===== config.mk =====
export PLATFORM = sky130hd
export DESIGN_NAME = daq_multihit
export DESIGN_NICKNAME = d
export VERILOG_FILES = /design/src/rtl/daq_multihit.sv
export SDC_FILE = /design/constraint.sdc
export NUM_CORES = 1
export LEC_CHECK = 0
export CAP_MARGIN = 30
export CORE_MARGIN = 8
export CORE_UTILIZATION = 54
export CTS_CLUSTER_DIAMETER = 40
export DETAILED_ROUTE_END_ITERATION = 7
export GPL_ROUTABILITY_DRIVEN = 0
export GPL_TIMING_DRIVEN = 0
export PLACE_DENSITY = 0.76
export SLEW_MARGIN = 0
export SYNTH_ARGS = -nofsm -noshare
export SYNTH_HDL_FRONTEND = slang
export SYNTH_SLANG_ARGS = --single-unit

===== constraint.sdc =====
create_clock -name clk -period 4.3 [get_ports clk]
set_clock_uncertainty 0.05 [all_clocks]
set_input_delay 1.29 -clock clk [delete_from_list [all_inputs] [get_ports clk]]
set_output_delay 1.29 -clock clk [all_outputs]
set_load 0.005 [all_outputs]

===== src/rtl/daq_multihit.sv =====
// Muon-stop DAQ core: synchronised s1/sg/s2 coincidence FSM, multi-hit cycle TDC
// and a first-word-fall-through output FIFO with valid/ready handshake.
module daq_multihit #(
    parameter int CNT_W     = 16,
    parameter int MAX_HITS  = 4,
    parameter int FIFO_LOG2 = 4
) (
    input  logic             clk,
    input  logic             rst,
    input  logic             s1,
    input  logic             sg,
    input  logic             s2,
    input  logic [CNT_W-1:0] delS1_SIZE,
    input  logic [CNT_W-1:0] delS2_SIZE,
    input  logic [CNT_W-1:0] FAKESTOP_SIZE,
    output logic [CNT_W+1:0] tdc_out,
    output logic             data_valid,
    input  logic             data_ready,
    output logic             trig_out,
    output logic             busy,
    output logic [7:0]       drop_cnt
);

    // state | meaning
    // IDLE  | waiting for s1
    // ARM   | s1 seen, waiting for sg inside delS1 window
    // RUN   | stop timing: s2 veto window, then sg hits
    // END   | writing the trailer word
    localparam logic [1:0] ST_IDLE = 2'd0;
    localparam logic [1:0] ST_ARM  = 2'd1;
    localparam logic [1:0] ST_RUN  = 2'd2;
    localparam logic [1:0] ST_END  = 2'd3;

    localparam int                 DEPTH   = 1 << FIFO_LOG2;
    localparam logic [FIFO_LOG2:0] DEPTH_C = (FIFO_LOG2+1)'(DEPTH);
    localparam logic [FIFO_LOG2:0] NEED_C  = (FIFO_LOG2+1)'(MAX_HITS + 1);
    localparam logic [3:0]         MAX_C   = 4'(MAX_HITS);
    localparam logic [CNT_W-1:0]   CNT_MAX = '1;

    logic [2:0] s1_sync_q, sg_sync_q, s2_sync_q;
    logic       p_s1, p_sg, p_s2;

    always_ff @(posedge clk or posedge rst) begin
        if (rst) begin
            s1_sync_q <= '0;
            sg_sync_q <= '0;
            s2_sync_q <= '0;
        end else begin
            s1_sync_q <= {s1_sync_q[1:0], s1};
            sg_sync_q <= {sg_sync_q[1:0], sg};
            s2_sync_q <= {s2_sync_q[1:0], s2};
        end
    end

    assign p_s1 = s1_sync_q[1] & ~s1_sync_q[2];
    assign p_sg = sg_sync_q[1] & ~sg_sync_q[2];
    assign p_s2 = s2_sync_q[1] & ~s2_sync_q[2];

    logic [1:0]           state_q, state_d;
    logic [CNT_W-1:0]     win_q, win_d;
    logic [CNT_W-1:0]     cnt_q, cnt_d;
    logic [3:0]           hits_q, hits_d, hits_inc;
    logic [1:0]           tag_q, tag_d;
    logic                 trig_q, trig_d;
    logic [7:0]           drop_q, drop_d;
    logic                 start_chk, hit, space_ok;
    logic                 push;
    logic [CNT_W+1:0]     push_data;

    logic [CNT_W+1:0]     mem_q [DEPTH];
    logic [FIFO_LOG2-1:0] wr_ptr_q, rd_ptr_q, rd_nxt;
    logic [FIFO_LOG2:0]   count_q, count_d;
    logic [CNT_W+1:0]     head_q, head_d;
    logic                 pop, full, wr_en;

    assign space_ok = (DEPTH_C - count_q) >= NEED_C;

    always_comb begin
        state_d   = state_q;
        win_d     = win_q;
        cnt_d     = cnt_q;
        hits_d    = hits_q;
        tag_d     = tag_q;
        trig_d    = 1'b0;
        drop_d    = drop_q;
        start_chk = 1'b0;
        hit       = 1'b0;
        hits_inc  = hits_q + 4'd1;
        push      = 1'b0;
        push_data = '0;
        case (state_q)
            ST_IDLE: begin
                if (p_s1) begin
                    state_d   = ST_ARM;
                    win_d     = '0;
                    start_chk = p_sg;
                end
            end
            ST_ARM: begin
                if (p_sg && (win_q < delS1_SIZE)) begin
                    start_chk = 1'b1;
                end else if (p_s1) begin
                    win_d = '0;
                end else if (win_q >= delS1_SIZE) begin
                    state_d = ST_IDLE;
                end else begin
                    win_d = win_q + 1'b1;
                end
            end
            ST_RUN: begin
                cnt_d = (cnt_q == CNT_MAX) ? cnt_q : cnt_q + 1'b1;
                // A veto inside the window outranks both sg and the timeout.
                if (p_s2 && (cnt_q < delS2_SIZE)) begin
                    state_d = ST_IDLE;
                end else begin
                    hit = p_sg && (cnt_q >= delS2_SIZE);
                    if (hit) begin
                        push      = 1'b1;
                        push_data = {2'b01, cnt_q};
                        hits_d    = hits_inc;
                    end
                    if (cnt_q == FAKESTOP_SIZE) begin
                        state_d = ST_END;
                        tag_d   = 2'b11;
                    end else if (hit && (hits_inc == MAX_C)) begin
                        state_d = ST_END;
                        tag_d   = 2'b10;
                    end
                end
            end
            default: begin
                push      = 1'b1;
                push_data = {tag_q, {(CNT_W-4){1'b0}}, hits_q};
                state_d   = ST_IDLE;
            end
        endcase
        if (start_chk) begin
            if (space_ok) begin
                state_d = ST_RUN;
                cnt_d   = '0;
                hits_d  = '0;
                trig_d  = 1'b1;
            end else begin
                state_d = ST_IDLE;
                if (drop_q != 8'hFF) drop_d = drop_q + 8'd1;
            end
        end
    end

    always_ff @(posedge clk or posedge rst) begin
        if (rst) begin
            state_q <= ST_IDLE;
            win_q   <= '0;
            cnt_q   <= '0;
            hits_q  <= '0;
            tag_q   <= '0;
            trig_q  <= 1'b0;
            drop_q  <= '0;
        end else begin
            state_q <= state_d;
            win_q   <= win_d;
            cnt_q   <= cnt_d;
            hits_q  <= hits_d;
            tag_q   <= tag_d;
            trig_q  <= trig_d;
            drop_q  <= drop_d;
        end
    end

    assign data_valid = (count_q != '0);
    assign full       = (count_q == DEPTH_C);
    assign pop        = data_valid && data_ready;
    assign wr_en      = push && (!full || pop);
    assign rd_nxt     = rd_ptr_q + 1'b1;

    // head_q mirrors the FIFO head so the output is reset and holds when empty.
    always_comb begin
        head_d = head_q;
        if (pop && (count_q > (FIFO_LOG2+1)'(1))) begin
            head_d = mem_q[rd_nxt];
        end else if (wr_en && ((count_q == '0) || (pop && (count_q == (FIFO_LOG2+1)'(1))))) begin
            head_d = push_data;
        end
        case ({wr_en, pop})
            2'b10:   count_d = count_q + 1'b1;
            2'b01:   count_d = count_q - 1'b1;
            default: count_d = count_q;
        endcase
    end

    always_ff @(posedge clk) begin
        if (wr_en) mem_q[wr_ptr_q] <= push_data;
    end

    always_ff @(posedge clk or posedge rst) begin
        if (rst) begin
            wr_ptr_q <= '0;
            rd_ptr_q <= '0;
            count_q  <= '0;
            head_q   <= '0;
        end else begin
            if (wr_en) wr_ptr_q <= wr_ptr_q + 1'b1;
            if (pop)   rd_ptr_q <= rd_nxt;
            count_q <= count_d;
            head_q  <= head_d;
        end
    end

    assign tdc_out  = head_q;
    assign trig_out = trig_q;
    assign busy     = (state_q != ST_IDLE);
    assign drop_cnt = drop_q;

endmodule


==> impl_metrics.json <==
{
  "status": "finished clean",
  "ys_ff_latch": 377,
  "avgSynthCellArea_sq_um": 15.7,
  "combPwrFrac_pct": 33.0,
  "die_area_sq_um": 36500,
  "cp_slowest_stage_delay_ps": 570,
  "sw_frac_of_total_pct": 32.1,
  "synthArstFlopShare_pct": 23.6,
  "cts_buffers": 45,
  "relSlewSlack_pct": 37.6,
  "worst-path-buf-inv": 7,
  "end_kind": "flip-flop",
  "synth_area_leader_cell": "edfxtp_1",
  "wire_per_inst_microns": 25.2,
  "p_sw_mw": 3.93,
  "worst_pin_slew_ps": 936,
  "cp_max_fo": 5,
  "postLayoutCellArea_sq_um": 20200,
  "p_leak_nw": 7.36,
  "crit_type": "primary input to flip-flop",
  "synth_nets": 1154,
  "ir_worst_vdd_v": 0.000325,
  "seq_area_frac_synth_pct": 65.8,
  "pwr-share-clk_pct": 30.8,
  "cts_root_buffer": "clkbuf_16",
  "power_density_nw_per_um2": 604,
  "ys_types": 58,
  "setup_viol": 0,
  "r2r_setup_slack_ps": 670,
  "port_buffers": 82,
  "critPathRequiredTime_ps": 4510,
  "final-hold-violation-count": 0,
  "hold_buffers": 0,
  "vias_per_cell": 6.11,
  "synth.area.top_cells": "edfxtp_1 52%, dfrtp_1 13%, mux4_2 12%",
  "final_nets": 1327,
  "grt.overflow.total": 0,
  "antenna_found_initial": 0,
  "io_pins": 83,
  "htreeDepth": 2,
  "pwr-share-seq_pct": 36.2,
  "clkTransAtPathRegs_ps": 50,
  "syn_inst": 1052,
  "vias": 10100,
  "drt_iter0_markers": 1103,
  "crit_family": "buffers and inverters",
  "fmax_mhz": 233,
  "ctsLongestPathBuffers": 3,
  "track_usage_pct": 22.7,
  "die_w_microns": 191,
  "yosysTopAreaCellShare_pct": 52.3,
  "grt_pass1_vias": 10400,
  "cts_tree": "done",
  "start_kind": "primary input",
  "syn_area_sq_um": 16500,
  "cp_cell_sequence": "clkdlybuf4s50_1 > inv_1 > ha_4 > nand4_1 > or4_4 > a31o_1 > a311oi_4 > buf_6 > o22ai_4 > buf_12 > buf_4 > nor4_4 > buf_4 > clkbuf_16",
  "final_max_slew_viol_count": 0,
  "first_pass_iters": 5,
  "p_total_mw": 12.2,
  "yosysWarnings": 0,
  "p_int_mw": 8.31,
  "syn_to_final_growth_pct": 22.5,
  "drc": 0,
  "dpl.hpwl_microns": 27100,
  "wl_microns": 41700,
  "core_sq_um": 30300,
  "start_util_pct": 54.5,
  "die_h_microns": 191,
  "finalCritPeriodShare_pct": 99.7,
  "synth_edf_count": 288,
  "mostFrequentLayoutCell": "edfxtp_1",
  "ys.flop_type": "edfxtp_1",
  "grt_max_degree": 47,
  "placedInstanceArea_sq_um": 18400,
  "maxCapViolCount": 0,
  "drive_gt1_share_pct": 21.5,
  "n_antenna_cell": 0,
  "detail-route-antenna-nets": 0,
  "fin_util_pct": 66.7,
  "clkSinkCount": 377,
  "num_rows": 64,
  "grt_pass1_wl_microns": 62600,
  "final_cell_mix": "288 x edfxtp_1, 89 x dfrtp_1, 85 x mux4_2",
  "period_needed_ps": 4290,
  "cpMostUsedCell": "buf_4",
  "critPathArrivalTime_ps": 4490,
  "hold_path_class": "flip-flop to flip-flop",
  "crit_slowest_cell": "or4_4",
  "clk-insertion-delay-late_ps": 540
}
[synthesized netlist by cell type (all sizes together), types with 3 or more instances]
library cell	count
or2	5
and2	19
nor2	62
mux4	85
xor2	31
nor3	13
or4	5
nand4	22
a22oi	13
o41ai	4
clkbuf	42
a22o	5
a21o	3
ha	48
buf	9
a21oi	35
nand2b	7
o22a	7
mux2	6
edfxtp	288
o22ai	6
nand2	37
nor2b	12
and3	12
o211ai	3
xnor2	21
or4b	4
inv	50
a2bb2oi	3
nor4	8
mux2i	9
nand3	25
dfrtp	89
o21a	3
o21ai	26
a211oi	3
or3	7
o211a	3
[sequential cells by signal (all words and copies together) (netlist names), 4 cells and up]
signal    cells
count_q       5
mem_q       288
cnt_q        16
drop_cnt      8
hits_q        4
win_q        16
tdc_out      18
wr_ptr_q      4
rd_ptr_q      4
[power groups by stage]
| stage | combinational [mW] | sequential, mW | clock [mW] |
|---|---|---|---|
| floorplan | 2.61 | 4.42 | 0 |
| global placement | 3.74 | 4.48 | 0 |
| detailed placement | 3.90 | 4.49 | 0 |
| CTS | 3.99 | 4.43 | 3.79 |
| global route | 4.32 | 4.46 | 3.94 |
| finish | 4.04 | 4.43 | 3.77 |
[worst reg2reg max path, stage by stage, from the launching register on]
cell and delay, ps:
dfrtp_1 530, ha_4 350, nand4_1 110, or4_4 570
a31o_1 230, a311oi_4 220, buf_6 160, o22ai_4 130
buf_12 180, buf_4 140, nor4_4 320, buf_4 200
clkbuf_16 160
[per-stage QoR]
stage	setup TNS, ps	instances	setup slack, ps	hold WS (ps)
after CTS	0	1647	7.10	298
after global routing	-1760	1657	-105	319
after global placement	-630360	1530	-1630	286
final	0	1657	12.1	296
after detailed placement	-457300	1552	-1240	292
after floorplan	-572	1052	-31.8	281
[cell families after synthesis]
group / Yosys count / share of synthesized area [%]
xor gates and xnor gates: 52 / 2.75
and+or+nand+nor: 243 / 7.59
AOI/OAI and AO/OA: 131 / 5.41
buffers and inverters: 101 / 2.32
DFF: 377 / 65.8
adders and majority gates: 48 / 3.63
muxes: 100 / 12.5
[area by class of cell]
class | count | area, sq um
Fill cell | 2008 | 10100
Multi-Input combinational cell | 574 | 5530
Clock inverter | 29 | 303
Timing Repair Buffer | 126 | 1440
Inverter | 50 | 203
Sequential cell | 377 | 10900
Buffer | 51 | 214
Tap cell | 396 | 495
Clock buffer | 54 | 1180
[final timing paths]
check / startpoint / to / cells past startpoint
max reg2reg: cnt_q[14] / mem_q[7][0] / 12
min in group asynchronous: rst / tdc_out[0] / 2
max in group asynchronous: rst / tdc_out[8] / 3
max: delS2_SIZE[15] / mem_q[7][0] / 14
min: s1_sync_q[0] / s1_sync_q[1] / 0
min reg2reg: s1_sync_q[0] / s1_sync_q[1] / 0
[metal layers]
layer,vias to the layer above,share of wire [%],GRT usage (%)
met1,5109,38,29.0
li1,4427,-,-
met3,111,8.0,3.83
met2,485,50,38.4
met4,0,3.7,8.83
met5,-,0,0
[repair_timing]
item                                    CTS  global route
gates resized for setup                  30            15
gates cloned                              0             1
setup buffers                            12             8
endpoints found under the setup margin  466           285
pin swaps                                 8             6
No activity file was read; power rests on OpenSTA's default activity.
